`config.mk`:
```
export PLATFORM = sky130hd
export DESIGN_NAME = sram_frame_loader
export DESIGN_NICKNAME = d
export VERILOG_FILES = /design/src/rtl/sram_param.sv /design/src/rtl/sram_frame_loader.sv
export SDC_FILE = /design/constraint.sdc
export NUM_CORES = 1
export LEC_CHECK = 0
export CORE_MARGIN = 10
export CORE_UTILIZATION = 55
export CTS_CLUSTER_SIZE = 20
export DETAILED_ROUTE_END_ITERATION = 16
export GPL_ROUTABILITY_DRIVEN = 0
export MAX_ROUTING_LAYER = met4
export PLACE_DENSITY = 0.83
export RECOVER_POWER = 100
export SYNTH_ARGS = -nofsm -noshare
export SYNTH_HDL_FRONTEND = slang
export SYNTH_SLANG_ARGS = --single-unit
export TNS_END_PERCENT = 100
```
`constraint.sdc`:
```
create_clock -name i_clk -period 4 [get_ports i_clk]
set_input_delay 0.8 -clock i_clk [delete_from_list [all_inputs] [get_ports i_clk]]
set_output_delay 0.8 -clock i_clk [all_outputs]
set_load 0.01 [all_outputs]
```
`src/rtl/sram_param.sv`:
```
// ============================================================================
// Module      : sram_param (package)
// Description : Shared SRAM geometry and frame-loader state encoding.
// Revision    : 1.0 - initial release
// ============================================================================
`default_nettype none

package sram_param;

    localparam int SRAM_ADDR_COUNT  = 20;      // address bus width in bits
    localparam int SRAM_DATA_WIDTH  = 16;
    localparam int FRAME_WORD_COUNT = 307200;  // 640x480 pixels, one word each

    typedef enum logic [2:0] {
        IDLE    = 3'd0,
        RECV_LO = 3'd1,
        RECV_HI = 3'd2,
        SETUP   = 3'd3,
        WRITE   = 3'd4,
        HOLD    = 3'd5,
        DONE    = 3'd6
    } LoaderState;

endpackage : sram_param

`default_nettype wire

```
`src/rtl/sram_frame_loader.sv`:
```
// ============================================================================
// Module      : sram_frame_loader
// Description : Packs a byte stream into 16-bit words and writes them to SRAM
//               from address 0 with an explicit setup / WE_N / hold sequence.
// Revision    : 1.0 - initial release
// ============================================================================
`default_nettype none

module sram_frame_loader
    import sram_param::*;
#(
    parameter int ADDR_WIDTH = SRAM_ADDR_COUNT,
    parameter int DATA_WIDTH = SRAM_DATA_WIDTH,
    parameter int WORD_COUNT = FRAME_WORD_COUNT
) (
    input  logic                  i_clk,
    input  logic                  i_rst_n,
    input  logic                  i_start,
    input  logic [7:0]            i_byte,
    input  logic                  i_byte_valid,
    output logic                  o_byte_ready,
    output logic [ADDR_WIDTH-1:0] o_SRAM_ADDR,
    output logic [DATA_WIDTH-1:0] o_SRAM_DQ,
    output logic                  o_SRAM_DQ_OE,
    output logic                  o_SRAM_WE_N,
    output logic                  o_busy,
    output logic                  o_done,
    output logic [ADDR_WIDTH-1:0] o_word_count
);

    localparam logic [ADDR_WIDTH-1:0] c_last_count = ADDR_WIDTH'(WORD_COUNT - 1);

    LoaderState            r_state;
    logic [7:0]            r_lo_byte;
    logic [ADDR_WIDTH-1:0] r_addr;
    logic [ADDR_WIDTH-1:0] r_count;
    logic [DATA_WIDTH-1:0] r_dq;
    logic                  r_byte_ready;
    logic                  r_dq_oe;
    logic                  r_we_n;
    logic                  r_busy;
    logic                  r_done;

    LoaderState            w_next_state;
    logic [7:0]            w_next_lo_byte;
    logic [ADDR_WIDTH-1:0] w_next_addr;
    logic [ADDR_WIDTH-1:0] w_next_count;
    logic [DATA_WIDTH-1:0] w_next_dq;
    logic                  w_accept;

    assign w_accept = i_byte_valid && r_byte_ready;

    always_comb begin
        w_next_state   = r_state;
        w_next_lo_byte = r_lo_byte;
        w_next_addr    = r_addr;
        w_next_count   = r_count;
        w_next_dq      = r_dq;

        case (r_state)
            IDLE, DONE: begin
                if (i_start) begin
                    w_next_state = RECV_LO;
                    w_next_addr  = '0;
                    w_next_count = '0;
                end
            end
            RECV_LO: begin
                if (w_accept) begin
                    w_next_lo_byte = i_byte;
                    w_next_state   = RECV_HI;
                end
            end
            RECV_HI: begin
                if (w_accept) begin
                    w_next_dq    = {i_byte, r_lo_byte};
                    w_next_state = SETUP;
                end
            end
            SETUP: w_next_state = WRITE;
            WRITE: w_next_state = HOLD;
            HOLD: begin
                w_next_count = r_count + 1'b1;
                if (r_count == c_last_count) begin
                    w_next_state = DONE;
                end else begin
                    w_next_addr  = r_addr + 1'b1;
                    w_next_state = RECV_LO;
                end
            end
            default: w_next_state = IDLE;
        endcase
    end

    // Control outputs are decoded from the next state so they line up with
    // the state they describe while still coming straight out of flops.
    always_ff @(posedge i_clk or negedge i_rst_n) begin
        if (!i_rst_n) begin
            r_state      <= IDLE;
            r_lo_byte    <= '0;
            r_addr       <= '0;
            r_count      <= '0;
            r_dq         <= '0;
            r_byte_ready <= 1'b0;
            r_dq_oe      <= 1'b0;
            r_we_n       <= 1'b1;
            r_busy       <= 1'b0;
            r_done       <= 1'b0;
        end else begin
            r_state      <= w_next_state;
            r_lo_byte    <= w_next_lo_byte;
            r_addr       <= w_next_addr;
            r_count      <= w_next_count;
            r_dq         <= w_next_dq;
            r_byte_ready <= (w_next_state == RECV_LO) || (w_next_state == RECV_HI);
            r_dq_oe      <= (w_next_state == SETUP) || (w_next_state == WRITE) ||
                            (w_next_state == HOLD);
            r_we_n       <= (w_next_state != WRITE);
            r_busy       <= (w_next_state != IDLE) && (w_next_state != DONE);
            r_done       <= (w_next_state == DONE);
        end
    end

    assign o_byte_ready = r_byte_ready;
    assign o_SRAM_ADDR  = r_addr;
    assign o_SRAM_DQ    = r_dq;
    assign o_SRAM_DQ_OE = r_dq_oe;
    assign o_SRAM_WE_N  = r_we_n;
    assign o_busy       = r_busy;
    assign o_done       = r_done;
    assign o_word_count = r_count;

endmodule : sram_frame_loader

`default_nettype wire

```
==> impl_summary.txt, run 1 <==
----------------------------------------------------
[Status]
  Result of the run ... finished with violations
  Violated checks ... capacitance limit, slew limit

[STA]
  Setup Viol. Count Final ... 0
  Timing-limited maximum frequency ... 0.365 GHz
  Post-route setup slack ... 1.26 ns
  Layout Skew ... 0.00680 ns
  Ratio of final minimum period to clock period ... 68.6%
  Final Max Tran Viols ... 41
  Min Tclk post-route ... 2.74 ns
  Worst-case hold slack ... 0.507 ns
  Unrepaired setup endpoints after global routing ... no
  Total negative slack ... 0 ns
  Transition time of the tightest slew-check pin ... 2.07 ns
  Final count of hold timing violations ... 0
  Relative slew slack ... -38.0%

[CTS]
  Number of buffers added by the clock tree synthesis step ... 9
  Clock tree from TritonCTS ... done
  Post_cts resized ... 0
  Maximum buffer depth of the clock tree ... 2
  CTS hold repair buffers ... 0
  Number of levels in the clock H-tree ... 3
  Sink Count ... 72
  Clock tree root buffer cell ... clkbuf_8
  Skew-Pair Late Insertion Delay ... 0.34 ns
  Number of setup buffers added after CTS ... 0
  Clk slew on worst S/H paths ... 0.08 ns

[Hold path]
  Class of the worst hold path ... reg -> reg

[Routing]
  Total iterations of the first detailed-routing run ... 4
  Routed wire length ... 8290 um
  Via count normalized by instance count ... 5.87
  Detailed router's first-iteration violation count ... 107
  Wire per inst ... 17.6 um
  Number of nets with antenna violations after routing ... 0
  Total via count after detailed routing ... 2767
  Remaining DRCs ... 0

[Global routing]
  Total track usage ... 18.2%
  First-pass GRT wire length ... 14300 um
  Vias in the first global route ... 2813
  Remaining Overflow, GRT ... 0
  Maximum number of pins on one net before global-route repair ... 41
  Initial antenna violation count ... 0

[Synth]
  Register area share after synthesis ... 53.3%
  Most used standard cells in the synthesized netlist ... dfrtp_1 (71), nand2_1 (27), mux2_2 (24), nor2_1 (24), o21ai_0 (23)
  Post-Syn Area per Cell ... 10.6 um2
  Most frequent cell after synthesis ... dfrtp_1
  Cell Area, Synth ... 3380 um2
  Most area-consuming cells after synthesis ... dfrtp_1 (52%), mux2_2 (8.0%), o21ai_0 (3.4%)
  Cell count after synthesis ... 319
  Count of yosys warnings during synthesis ... 0
  Proportion of netlist area held by the largest area contributor ... 52.5%
  Number of nets produced by synthesis ... 333
  Number of storage elements in the synthesis netlist ... 72
  Async S/R FF share, synth ... 100%
  Synth area leader ... dfrtp_1
  Synth cell types ... 43
  Count of flip-flops with a built-in enable after synthesis ... 0
  Most used flip-flop cell after synthesis ... dfrtp_1

[Pwr]
  Post-layout power ... 2.37 mW
  Largest vdd supply drop ... 0.000431 V
  Power per cell area ... 542 nW/um2
  Leakage power ... 2.02 nW

[Worst setup path]
  Category of the critical setup timing path ... in -> async
  Worst path max stage delay ... 1.45 ns
  CP Max Fanout ... 40
  CP Cell Sequence ... clkbuf_1 > clkbuf_2
  Highest-delay cell along the critical path ... clkbuf_1
  CP delay by family, top ... buffers and inverters
  Req. time, crit path ... 4.38 ns
  CP Capture Type ... async pin
  Buf+Inv Stages, Crit Path ... 2
  Startpoint kind of the worst setup timing path ... input port
  Arrival time worst endpoint ... 3.12 ns

[Cells and area]
  Sequential Area ... 1800 um2
  FILL cells ... 438
  P&R area growth vs syn ... 29.4%
  Footprint of the multi-input gates ... 1500 um2
  Number of inserted diodes ... 0
  Post-layout net count ... 405
  Share of final-layout standard cells stronger than drive strength 1 ... 10.6%

[Floorplan]
  Number of placement rows ... 28
  Core region area ... 5960 um2
  Die Y-Extent ... 98.4 um
  Initial Utilization ... 56.8%
  I/O pin total ... 73
  Die extent in x ... 98.4 um
  DIE AREA ... 9690 um2

[Placed design]
  Worst setup timing slack at the placement stage ... 1.34 ns
  IO buf count ... 72
  Sum of net half-perimeters after detailed placement ... 5940 um

[Flow run]
  Count of max-cap constraint violations ... 1

----------------------------------------------------
==> routing by layer <==
layer / part of all wire, % / wire length [um] / global-route usage, % / vias to the layer above
li1: - / - / - / 1321
met1: 42 / 3480 / 21.9 / 1354
met2: 48 / 3990 / 27.4 / 83
met3: 8.8 / 730 / 7.96 / 9
met4: 1.1 / 94 / 4.52 / 0
met5: 0 / 0 / - / -
==> power by group <==
group	internal (mW)	switching, mW	total [mW]	leakage (nW)
logic	0.329	0.315	0.644	0.955
clock network	0.415	0.285	0.700	0.119
registers	0.894	0.136	1.03	0.947
==> final cells by class <==
type / instances / area share [%]
clock inverters: 7 / 2.74
flip-flops and latches: 72 / 41.2
repair buffers: 75 / 16.7
well taps: 75 / 2.14
multi-input cells: 230 / 34.2
clock buffers: 9 / 2.83
inverters: 3 / 0.257
==> through the flow <==
stage | instances | instance area (um2) | utilization, %
after floorplan | 319 | 3380 | -
after global placement | 455 | 4150 | 69.7
after detailed placement | 455 | 4150 | 69.7
after CTS | 471 | 4400 | 73.8
after global routing | 471 | 4380 | 73.6
final | 471 | 4380 | 73.6
==> flip-flops by register name, summed over array words and instances (netlist names) <==
| signal | flops |
|---|---|
| o_done | 1 |
| o_SRAM_ADDR | 20 |
| o_SRAM_DQ | 16 |
| o_busy | 1 |
| o_byte_ready | 1 |
| o_word_count | 20 |
| r_state | 3 |
| o_SRAM_DQ_OE | 1 |
| r_lo_byte | 8 |
| o_SRAM_WE_N | 1 |
==> cells by family (layout without fill, tap and decap cells) <==
kind of cell	Yosys count	in the layout	synth area share, %
AOI/OAI and AO/OA	64	64	12.0
muxes	31	31	10.1
xor gates and xnor gates	12	12	3.11
adders and majority gates	2	2	0.739
DFF	72	72	53.3
and+or+nand+nor	121	121	18.6
buffers and inverters	17	94	2.25
==> cell usage in the layout (no fill, tap or decap), types with 4 or more instances in the layout <==
cell type and count:
clkbuf_8 9, nor3_1 4, o31ai_1 6, a21oi_1 10, nand2b_1 4, o2111ai_1 5, xor2_1 10, nand3_1 19
dlygate4sd3_1 63, and3_1 9, o21ai_0 23, nor2_1 25, mux2_2 23, o211ai_1 9, nand4_1 12, and4_1 4
mux2i_1 7, clkdlybuf4s50_1 8, dfrtp_1 71, or3_1 4, nand2_1 27
==> path summary, 6_finish.rpt <==
check                                             start                            to  slack (ns)  depth (start not counted)
max in group i_clk                         i_byte_valid      r_lo_byte[0]$_DFFE_PN0P_        1.31                          4
min                        o_word_count[11]$_DFFE_PN0P_  o_word_count[11]$_DFFE_PN0P_        0.51                          1
max                                             i_rst_n      o_SRAM_DQ[6]$_DFFE_PN0P_        1.26                          2
min reg2reg                o_word_count[11]$_DFFE_PN0P_  o_word_count[11]$_DFFE_PN0P_        0.51                          1
min in group asynchronous                       i_rst_n   o_word_count[5]$_DFFE_PN0P_        1.04                          1
max reg2reg                o_word_count[14]$_DFFE_PN0P_        o_byte_ready$_DFF_PN0_        1.40                          5
Note: power is estimated with default switching activity, not from simulation.
==> inputs of run 2 (changes only) <==
--- a/config.mk
+++ b/config.mk
@@ -6,12 +6,12 @@
 export NUM_CORES = 1
 export LEC_CHECK = 0
 export CORE_MARGIN = 10
-export CORE_UTILIZATION = 55
+export CORE_UTILIZATION = 46
 export CTS_CLUSTER_SIZE = 20
 export DETAILED_ROUTE_END_ITERATION = 16
 export GPL_ROUTABILITY_DRIVEN = 0
 export MAX_ROUTING_LAYER = met4
-export PLACE_DENSITY = 0.83
+export PLACE_DENSITY = 0.73
 export RECOVER_POWER = 100
 export SYNTH_ARGS = -nofsm -noshare
 export SYNTH_HDL_FRONTEND = slang
==> constraint.sdc (replaced) <==
create_clock -name i_clk -period 2.4 [get_ports i_clk]
set_input_delay 0.48 -clock i_clk [delete_from_list [all_inputs] [get_ports i_clk]]
set_output_delay 0.48 -clock i_clk [all_outputs]
set_load 0.01 [all_outputs]
==> run 2 against run 1 <==
Effect of this change:
- the run still ends with capacitance limit, slew limit left
- clock power is 53% higher
- die area is 15% higher
- global-route usage is 2.7 points lower
- critical path depth is 4 higher
- highest routed layer unchanged
==> impl_summary.txt, run 2 (synthesis results as in run 1) <==
----------------------------------------------------
[CTS]
  Clock tree root buffer cell ... clkbuf_8
  Skew-Pair Late Insertion Delay ... 0.34 ns
  CTS hold repair buffers ... 0
  Sink Count ... 72
  Clock tree from TritonCTS ... done
  Number of setup buffers added after CTS ... 0
  Number of levels in the clock H-tree ... 3
  Post_cts resized ... 0
  Clk slew on worst S/H paths ... 0.08 ns
  Number of buffers added by the clock tree synthesis step ... 9
  Maximum buffer depth of the clock tree ... 2

[STA]
  Timing-limited maximum frequency ... 0.479 GHz
  Final count of hold timing violations ... 0
  Unrepaired setup endpoints after global routing ... no
  Relative slew slack ... -15.2%
  Total negative slack ... 0 ns
  Layout Skew ... 0.0110 ns
  Setup Viol. Count Final ... 0
  Ratio of final minimum period to clock period ... 87.0%
  Transition time of the tightest slew-check pin ... 1.73 ns
  Min Tclk post-route ... 2.09 ns
  Final Max Tran Viols ... 73

[Status]
  Violated checks ... capacitance limit, slew limit
  Result of the run ... finished with violations

[Placed design]
  Sum of net half-perimeters after detailed placement ... 5950 um
  IO buf count ... 72
  Number of placed cells counting well taps ... 491
  Placed Area ... 4280 um2

[Routing]
  Wire per inst ... 16.3 um
  Routed wire length ... 8240 um
  Via count normalized by instance count ... 5.59
  Number of nets with antenna violations after routing ... 0
  Detailed router's first-iteration violation count ... 135
  Total iterations of the first detailed-routing run ... 4
  Remaining DRCs ... 0
  Total via count after detailed routing ... 2830

[Worst setup path]
  Highest-delay cell along the critical path ... clkbuf_1
  Startpoint kind of the worst setup timing path ... flip-flop
  Category of the critical setup timing path ... reg -> reg
  Buf+Inv Stages, Crit Path ... 2
  Arrival time worst endpoint ... 2.31 ns
  Worst path max stage delay ... 0.43 ns
  CP delay by family, top ... buffers and inverters
  Req. time, crit path ... 2.62 ns
  CP Capture Type ... flip-flop
  CP Cell Sequence ... clkbuf_1 > nand2b_1 > nor2_1 > nand3_1 > clkbuf_2 > mux2_2
  CP Max Fanout ... 16

[Cells and area]
  Post-layout net count ... 417
  Final core utilization ... 61.7%
  Number of inserted diodes ... 0
  Non-filler cells in the finished layout ... 506
  Share of final-layout standard cells stronger than drive strength 1 ... 12.0%
  P&R area growth vs syn ... 31.6%
  Leading cell types in the layout, fill and taps excluded ... dfrtp_1 (71), dlygate4sd3_1 (61), nand2_1 (27)
  Most frequent standard cell in the layout excluding fill and tap cells ... dfrtp_1
  Final non-filler cell area ... 4450 um2

[Global routing]
  Vias in the first global route ... 2819
  First-pass GRT wire length ... 14000 um
  Total track usage ... 15.5%
  Initial antenna violation count ... 0
  Maximum number of pins on one net before global-route repair ... 73
  Remaining Overflow, GRT ... 0

[Floorplan]
  Die Y-Extent ... 106 um
  Die extent in x ... 106 um
  Number of placement rows ... 31
  I/O pin total ... 73
  DIE AREA ... 11200 um2
  Core region area ... 7210 um2
  Initial Utilization ... 46.9%

[Pwr]
  Leakage power ... 2.05 nW
  Power per cell area ... 873 nW/um2
  Largest vdd supply drop ... 0.000696 V
  Post-layout power ... 3.89 mW

[Flow run]
  Count of max-cap constraint violations ... 1

[Hold path]
  Class of the worst hold path ... reg -> reg

----------------------------------------------------
-- run 2: path summary, 6_finish.rpt --
| kind | start | to | slack [ns] | cells after the start |
|---|---|---|---|---|
| max in group asynchronous | i_rst_n | o_SRAM_DQ[12]$_DFFE_PN0P_ | 0.70 | 2 |
| setup / recovery | r_state[2]$_DFF_PN0_ | o_SRAM_DQ[4]$_DFFE_PN0P_ | 0.31 | 6 |
| hold / removal | o_SRAM_ADDR[19]$_DFFE_PN0P_ | o_SRAM_ADDR[19]$_DFFE_PN0P_ | 0.49 | 1 |
| hold reg to reg | o_SRAM_ADDR[19]$_DFFE_PN0P_ | o_SRAM_ADDR[19]$_DFFE_PN0P_ | 0.49 | 1 |
| setup reg to reg | r_state[2]$_DFF_PN0_ | o_SRAM_DQ[4]$_DFFE_PN0P_ | 0.31 | 6 |
| min in group asynchronous | i_rst_n | o_word_count[0]$_DFFE_PN0P_ | 0.68 | 2 |
-- run 2: routing by layer --
layer / vias to the layer above / part of all wire (%) / GRT usage, %
li1: 1343 / - / -
met1: 1387 / 43 / 18.3
met2: 86 / 47 / 23.2
met3: 14 / 9.3 / 7.61
met4: 0 / 1.2 / 3.87
met5: - / 0 / -
-- run 2: metrics by stage --
stage / hold WS [ns] / setup slack [ns]
2_1_floorplan: 0.184 / 0.703
3_3_place_gp: 0.486 / 0.404
3_5_place_dp: 0.487 / 0.382
4_1_cts: 0.161 / 0.438
5_1_grt: 0.499 / 0.146
6_report: 0.491 / 0.311
-- run 2: power breakdown --
part           switching, mW  internal, mW  total (mW)
combinational          0.574         0.582        1.16
clock                  0.432         0.636        1.07
sequential             0.171          1.49        1.66
total                   1.18          2.71        3.89
-- run 2: cell type report --
type                       count  area, um2
timing repair buffer          87        798
sequential                    72       1800
clock inverter                 3       65.1
clock buffer                  12        155
fill                         600       2760
inverter                       3       11.3
multi-input combinational    230       1500
tap                           99        124
==> inputs of run 3 (changes only) <==
--- a/config.mk
+++ b/config.mk
@@ -9,10 +9,10 @@
 export CORE_UTILIZATION = 46
 export CTS_CLUSTER_SIZE = 20
 export DETAILED_ROUTE_END_ITERATION = 16
-export GPL_ROUTABILITY_DRIVEN = 0
 export MAX_ROUTING_LAYER = met4
 export PLACE_DENSITY = 0.73
 export RECOVER_POWER = 100
+export SETUP_SLACK_MARGIN = 0.4
 export SYNTH_ARGS = -nofsm -noshare
 export SYNTH_HDL_FRONTEND = slang
 export SYNTH_SLANG_ARGS = --single-unit
==> run 3 against run 2 <==
Effect of this change:
- utilization is 0.33 points higher
- worst hold slack barely moved
- the flow still finishes with violations (capacitance limit, slew limit)
- largest cell class unchanged
- final area is 0.53% higher
- first-iteration DRC count rose by 0.74%
==> impl_summary.txt, run 3 (synthesis results as in run 1) <==
----------------------------------------------------
[Status]
  Result of the run ... finished with violations
  Violated checks ... capacitance limit, slew limit

[Worst setup path]
  Arrival time worst endpoint ... 1.51 ns
  Startpoint kind of the worst setup timing path ... flip-flop
  Req. time, crit path ... 1.92 ns
  CP Cell Sequence ... buf_4 > dlygate4sd3_1
  Category of the critical setup timing path ... reg -> out
  CP Max Fanout ... 7
  Highest-delay cell along the critical path ... dlygate4sd3_1
  CP Capture Type ... output pin
  Worst path max stage delay ... 0.60 ns

[Routing]
  Wire per inst ... 16.2 um
  Remaining DRCs ... 0
  Number of nets with antenna violations after routing ... 0
  Detailed router's first-iteration violation count ... 136
  Routed wire length ... 8200 um
  Via count normalized by instance count ... 5.56
  Total via count after detailed routing ... 2811
  Total iterations of the first detailed-routing run ... 4

[Placed design]
  IO buf count ... 72
  Global placement routability congestion ... 0.848
  Sum of net half-perimeters after detailed placement ... 5950 um
  Placed Area ... 4280 um2

[Floorplan]
  Die Y-Extent ... 106 um
  Die extent in x ... 106 um
  Core region area ... 7210 um2
  Initial Utilization ... 46.9%
  Number of placement rows ... 31
  DIE AREA ... 11200 um2
  I/O pin total ... 73

[STA]
  Final Max Tran Viols ... 73
  Timing-limited maximum frequency ... 0.503 GHz
  Final count of hold timing violations ... 0
  Total negative slack ... 0 ns
  Relative slew slack ... -14.6%
  Layout Skew ... 0.0120 ns
  Min Tclk post-route ... 1.99 ns
  Unrepaired setup endpoints after global routing ... yes
  Setup Viol. Count Final ... 0
  Ratio of final minimum period to clock period ... 82.9%
  Transition time of the tightest slew-check pin ... 1.72 ns

[Cells and area]
  Leading cell types in the layout, fill and taps excluded ... dfrtp_1 (70), dlygate4sd3_1 (61), nand2_1 (27)
  P&R area growth vs syn ... 32.3%
  Most frequent standard cell in the layout excluding fill and tap cells ... dfrtp_1
  Final non-filler cell area ... 4480 um2
  Final core utilization ... 62.1%
  Number of inserted diodes ... 0
  Post-layout net count ... 417
  Share of final-layout standard cells stronger than drive strength 1 ... 13.3%

[CTS]
  Clock tree root buffer cell ... clkbuf_8
  Post_cts resized ... 0
  Clock tree from TritonCTS ... done
  Sink Count ... 72
  Skew-Pair Late Insertion Delay ... 0.34 ns
  Number of buffers added by the clock tree synthesis step ... 9
  CTS hold repair buffers ... 0
  Number of setup buffers added after CTS ... 0
  Maximum buffer depth of the clock tree ... 2
  Number of levels in the clock H-tree ... 3
  Clk slew on worst S/H paths ... 0.08 ns

[Global routing]
  Total track usage ... 15.5%
  First-pass GRT wire length ... 14000 um
  Vias in the first global route ... 2819
  Remaining Overflow, GRT ... 0
  Initial antenna violation count ... 0
  Maximum number of pins on one net before global-route repair ... 73

[Pwr]
  Part of the power in combinational logic ... 29.8%
  Share of power burned in the clock network ... 27.5%
  Flop pwr share ... 42.8%
  NetSw ... 1.18 mW
  Post-layout power ... 3.89 mW
  Leakage power ... 2.06 nW
  Power per cell area ... 868 nW/um2
  Largest vdd supply drop ... 0.000693 V
  Fraction of power spent switching nets ... 30.3%
  Internal power ... 2.71 mW

[Flow run]
  Count of max-cap constraint violations ... 1

[Hold path]
  Class of the worst hold path ... reg -> reg

----------------------------------------------------
-- run 3: final timing paths --
path,to,start,depth (start not counted),slack (ns)
setup / recovery,o_word_count[6],o_word_count[6]$_DFFE_PN0P_,2,0.41
hold / removal,o_SRAM_ADDR[19]$_DFFE_PN0P_,o_SRAM_ADDR[19]$_DFFE_PN0P_,1,0.49
setup reg to reg,o_SRAM_ADDR[18]$_DFFE_PN0P_,r_state[1]$_DFF_PN0_,5,0.43
hold reg to reg,o_SRAM_ADDR[19]$_DFFE_PN0P_,o_SRAM_ADDR[19]$_DFFE_PN0P_,1,0.49
max in group asynchronous,o_word_count[15]$_DFFE_PN0P_,i_rst_n,2,0.59
min in group asynchronous,o_word_count[0]$_DFFE_PN0P_,i_rst_n,2,0.67
-- run 3: through the flow --
step,cells,hold slack (ns),worst slack [ns]
after CTS,506,0.161,0.438
final,506,0.491,0.411
after detailed placement,491,0.487,0.382
after floorplan,319,0.184,0.703
after global routing,506,0.499,0.215
after global placement,491,0.486,0.404
-- run 3: power groups by stage --
stage	clock, mW	sequential, mW	combinational (mW)
2_1_floorplan	0	1.75	0.556
3_3_place_gp	0	1.68	1.25
3_5_place_dp	0	1.70	1.27
4_1_cts	1.09	1.67	1.28
5_1_grt	1.15	1.71	1.29
6_report	1.07	1.66	1.16
-- run 3: cell type report --
type / count / area, um2
inverters: 3 / 11.3
repair buffers: 87 / 805
flip-flops and latches: 72 / 1800
multi-input cells: 230 / 1510
well taps: 99 / 124
fillers: 593 / 2740
clock buffers: 12 / 155
clock inverters: 3 / 65.1
-- run 3: layer usage --
layer  GRT usage [%]  vias to the layer above  wire (um)
met5               -                        -          0
li1                -                     1341          -
met1            18.3                     1379       3470
met4            3.87                        0         72
met3            7.61                       11        787
met2            23.2                       80       3870
-- run 3: critical path: cells and delay by family, from the launching register on --
family	cells	cell delay, ns
flip-flops	1	0.40
buffers and inverters	2	0.77
